$ cat src/rtl/iiitb_lifo_pkg.sv
// -----------------------------------------------------------------------------
// iiitb_lifo_pkg
// Shared definitions for the LIFO stack and its upstream command sequencer:
// the default stack geometry, the controller state encoding and the RW
// command encoding used on the stack's single-port interface.
// -----------------------------------------------------------------------------
package iiitb_lifo_pkg;

  // Default stack geometry; must agree with the LIFO instance being driven.
  localparam int DEPTH_DEF = 4;
  localparam int WIDTH_DEF = 4;

  // RW encoding on the stack port.
  localparam logic RW_PUSH = 1'b0;
  localparam logic RW_POP  = 1'b1;

  // INIT holds the stack in reset for one cycle; IDLE accepts requests.
  typedef enum logic {
    INIT = 1'b0,
    IDLE = 1'b1
  } state_t;

endpackage

$ cat src/rtl/iiitb_lifo_ctrl.sv
// -----------------------------------------------------------------------------
// iiitb_lifo_ctrl
// Command sequencer sitting in front of the 4-deep LIFO stack. Converts the
// independent push (valid/ready) and pop (req/ready) streams into the stack's
// EN/RW/Rst command protocol, keeps a local occupancy count, and captures
// popped words from the stack with a one-cycle pop_valid strobe.
//
// Ports:
//   Clk, Rst         clock, synchronous active-high reset
//   clear            soft clear; flushes in-flight pops and re-inits the stack
//   push_valid/data  push request and word; push_ready accepts it
//   pop_req          pop request; pop_ready accepts it
//   pop_valid/data   popped word, strobed for one cycle, data held afterwards
//   count            local occupancy 0..DEPTH
//   lifo_EN/RW/Rst   command outputs to the stack
//   lifo_dataIn      word to the stack
//   lifo_dataOut     word from the stack
// -----------------------------------------------------------------------------
module iiitb_lifo_ctrl
  import iiitb_lifo_pkg::*;
#(
  parameter int DEPTH = DEPTH_DEF,
  parameter int WIDTH = WIDTH_DEF,
  localparam int CW   = $clog2(DEPTH + 1)
) (
  input  logic             Clk,
  input  logic             Rst,
  input  logic             clear,
  input  logic             push_valid,
  input  logic [WIDTH-1:0] push_data,
  output logic             push_ready,
  input  logic             pop_req,
  output logic             pop_ready,
  output logic             pop_valid,
  output logic [WIDTH-1:0] pop_data,
  output logic [CW-1:0]    count,
  output logic             lifo_EN,
  output logic             lifo_RW,
  output logic             lifo_Rst,
  output logic [WIDTH-1:0] lifo_dataIn,
  input  logic [WIDTH-1:0] lifo_dataOut
);

  state_t          state;
  logic            cmd_en_q;
  logic [1:0]      pending;
  logic [CW-1:0]   count_q;
  logic            pop_acc;
  logic            push_acc;
  logic            idle_clear;

  // Pop wins over push when both are requested, so push_ready looks at the
  // pop handshake; clear blocks both so nothing is accepted in a clear cycle.
  assign pop_ready  = !Rst && (state == IDLE) && (count_q != '0) && !clear;
  assign push_ready = !Rst && (state == IDLE) && (count_q != CW'(DEPTH)) &&
                      !clear && !(pop_req && pop_ready);
  assign pop_acc    = pop_req && pop_ready;
  assign push_acc   = push_valid && push_ready;
  assign idle_clear = (state == IDLE) && clear;

  // The stack is held in reset while Rst is high and for the INIT cycle;
  // EN must accompany Rst for the stack to act on it.
  assign lifo_Rst = Rst | (state == INIT);
  assign lifo_EN  = cmd_en_q | lifo_Rst;
  assign count    = count_q;

  // Main sequencer. A pop accepted at edge E is executed by the stack at E+1,
  // so its word is on lifo_dataOut by E+2; pending[1] marks that edge.
  always_ff @(posedge Clk) begin
    if (Rst) begin
      state       <= INIT;
      count_q     <= '0;
      cmd_en_q    <= 1'b0;
      lifo_RW     <= RW_PUSH;
      lifo_dataIn <= '0;
      pop_valid   <= 1'b0;
      pop_data    <= '0;
      pending     <= '0;
    end else begin
      cmd_en_q <= 1'b0;
      if (idle_clear) begin
        state     <= INIT;
        count_q   <= '0;
        pending   <= '0;
        pop_valid <= 1'b0;
      end else begin
        pending   <= {pending[0], pop_acc};
        pop_valid <= pending[1];
        if (pending[1]) begin
          pop_data <= lifo_dataOut;
        end
        if (state == INIT) begin
          state <= IDLE;
        end else if (pop_acc) begin
          cmd_en_q <= 1'b1;
          lifo_RW  <= RW_POP;
          count_q  <= count_q - 1'b1;
        end else if (push_acc) begin
          cmd_en_q    <= 1'b1;
          lifo_RW     <= RW_PUSH;
          lifo_dataIn <= push_data;
          count_q     <= count_q + 1'b1;
        end
      end
    end
  end

endmodule

$ cat config.mk
export PLATFORM = sky130hd
export DESIGN_NAME = iiitb_lifo_ctrl
export DESIGN_NICKNAME = d
export VERILOG_FILES = /design/src/rtl/iiitb_lifo_pkg.sv /design/src/rtl/iiitb_lifo_ctrl.sv
export SDC_FILE = /design/constraint.sdc
export NUM_CORES = 1
export LEC_CHECK = 0
export BUFFER_PORTS_ARGS = -buffer_cell sky130_fd_sc_hd__buf_2
export CAP_MARGIN = 10
export CORE_ASPECT_RATIO = 0.9
export CORE_UTILIZATION = 44
export CTS_CLUSTER_DIAMETER = 100
export DETAILED_ROUTE_END_ITERATION = 8
export PLACE_DENSITY_LB_ADDON = 0.12
export SYNTH_ARGS = -nofsm -noshare
export SYNTH_HDL_FRONTEND = slang
export SYNTH_SLANG_ARGS = --single-unit
$ cat constraint.sdc
create_clock -name Clk -period 2.8 [get_ports Clk]
set_input_delay 0.56 -clock Clk [delete_from_list [all_inputs] [get_ports Clk]]
set_output_delay 0.56 -clock Clk [all_outputs]
set_load 0.005 [all_outputs]
==> results.json <==
{
  "status": "finished clean",
  "slew_viol_final": 0,
  "tns_ns": 0,
  "synth.distinct_cells": 24,
  "rows": 13,
  "ys_seq_area_share_pct": 48.3,
  "critPathLaunchType": "primary input",
  "vias_per_cell": 4.83,
  "vias": 546,
  "diodes": 0,
  "ys_warn_count": 0,
  "power_density_mw_per_mm2": 461,
  "core-area_sq_mm": 0.00146,
  "final_nets": 113,
  "layout-drive-gt1-share_pct": 37.8,
  "area_growth_syn_to_layout_pct": 25.9,
  "max_freq_mhz": 458,
  "final_cells": 113,
  "hold_viol": 0,
  "synth.avg_cell_area_sq_um": 10.5,
  "ys_seq_elements": 17,
  "grt-ovfl-total": 0,
  "crit_path_frequent_cell": "mux2i_1",
  "cts_root_buf": "clkbuf_4",
  "fp.dieH_um": 40.0,
  "grt_pass1_wl_um": 1900,
  "start_util_pct": 48.1,
  "dieArea_sq_mm": 0.00177,
  "final_common_cell": "buf_2",
  "die_w_um": 44.2,
  "first_pass_iters": 5,
  "routabilityCongestion": 0.832,
  "grt_usage_pct": 15.2,
  "drv_cap": 0,
  "clk_path_buf_depth": 2,
  "grt_max_degree": 14,
  "cpPeakStageDelay_ns": 0.52,
  "drt_iter0_drc": 5,
  "finalCritPeriodShare_pct": 78.1,
  "wl_per_cell_um": 10.7,
  "path_class": "in -> reg",
  "dp_hpwl_um": 909,
  "numPortBuffers": 29,
  "cp_max_fo": 13,
  "crit_chain": "buf_2, or3b_1, nor3b_2, inv_1, fa_1, mux2i_1, mux2i_1",
  "route.detailed.drc": 0,
  "p_leak_nw": 0.411,
  "synth_area_sq_um": 704,
  "synthArstFlopShare_pct": 0,
  "synth_edf_count": 0,
  "syn_inst": 67,
  "cp_data_required_time_ns": 3.02,
  "cp_slowest_cell": "or3b_1",
  "rsz0062_at_grt": "no",
  "hold_path_class": "reg -> reg",
  "setup_viol": 0,
  "pin_count": 30,
  "grt_pass1_vias": 419,
  "htreeDepth": 1,
  "synth_fp_nets": 81,
  "antenna_found_initial": 0,
  "cts_buffers": 3,
  "relSlewSlack_pct": 64.4,
  "period_minus_slack_ns": 2.19,
  "cts_sinks": 17,
  "postCtsHoldBufs": 0,
  "worst_slack_ns": 0.614,
  "place_area_sq_um": 860,
  "finalPower_mw": 0.409,
  "finish.instance_area_sq_um": 887,
  "wl_um": 1210,
  "worstSkewPairLatency_ns": 0.28,
  "arrival_ns": 2.40,
  "place_ws_ns": 0.323,
  "endpoint_kind": "register",
  "post_cts_buffers": 0,
  "finClkSkew_ns": 0.00539,
  "numPlacedInstances": 109,
  "clkTransAtPathRegs_ns": 0.10,
  "ir_drop_mv": 0.192,
  "final_cell_mix": "buf_2 (29), dfxtp_1 (17), nor2_1 (12), mux2i_1 (11), inv_1 (6)",
  "synthFlopType": "dfxtp_1",
  "post_cts_resized": 0,
  "cts_tree": "built",
  "tightest_slew_ns": 0.533,
  "drtAntennaViolNets": 0
}
==> critical path, delay by kind of cell <==
kind / cells / cell delay [ns]
fa+ha+maj: 1 / 0.38
buf+inv: 2 / 0.26
mux: 2 / 0.38
simple gates: 2 / 0.82
==> per-layer routing <==
metal	vias to the layer above	wire length, um	track usage (%)
met1	247	640	23.8
met4	0	0	6.82
met2	16	503	18.8
met3	0	61	4.05
met5	-	0	0
li1	283	-	-
==> kinds of logic (layout without fill, tap and decap cells) <==
family                   count (synthesis)  in the layout  synth area share, %
AND/OR/NAND/NOR                         22             22                 16.0
flip-flops                              17             17                 48.3
AO/OA/AOI/OAI                            7              7                 11.5
multiplexers                            11             11                 15.6
XOR/XNOR                                 1              1                 1.24
adder cells (fa/ha/maj)                  1              1                 2.84
buffers and inverters                    8             39                 4.44
==> power by group <==
part	internal, mW	switching [mW]	total (mW)
registers	0.245	0.00269	0.248
clock network	0.0529	0.0731	0.126
logic	0.0165	0.0187	0.0352
==> per-stage QoR <==
step                      hold slack [ns]  util [%]
after floorplan                     0.406         -
after global placement              0.409      58.7
after detailed placement            0.425      58.7
after CTS                           0.439      60.6
after global routing                0.463      60.6
final                               0.432      60.6
==> sequential cells by signal, summed over array words and instances (netlist names) <==
signal,flops
pop_valid,1
lifo_RW,1
count,3
lifo_dataIn,4
cmd_en_q,1
pending,2
pop_data,4
state,1
==> cells in the mapped netlist, drive strengths merged (2+ instances only) <==
| master | count | share of area, % |
|---|---|---|
| a211oi | 2 | 3.9 |
| dfxtp | 17 | 48 |
| inv | 6 | 3.2 |
| mux2i | 11 | 16 |
| nor2 | 12 | 6.4 |
| nor2b | 2 | 1.8 |
==> final cells by class <==
| cell class | count | area, sq um |
|---|---|---|
| multi-input combinational | 42 | 333 |
| fill | 134 | 577 |
| clock buffer | 3 | 22.5 |
| sequential | 17 | 340 |
| tap | 15 | 18.8 |
| inverter | 6 | 22.5 |
| timing repair buffer | 29 | 145 |
| clock inverter | 1 | 5.00 |
==> path summary, 6_finish.rpt <==
path         slack [ns]                  start               endpoint  depth (start not counted)
min reg2reg        0.43  pending[0]$_SDFF_PP0_  pending[1]$_SDFF_PP0_                          1
max reg2reg        0.71       state$_SDFF_PP0_  count[2]$_SDFFE_PP0P_                          6
max                0.61                    Rst  count[2]$_SDFFE_PP0P_                          7
min                0.43  pending[0]$_SDFF_PP0_  pending[1]$_SDFF_PP0_                          1
Power figures use the tool's default switching activity.
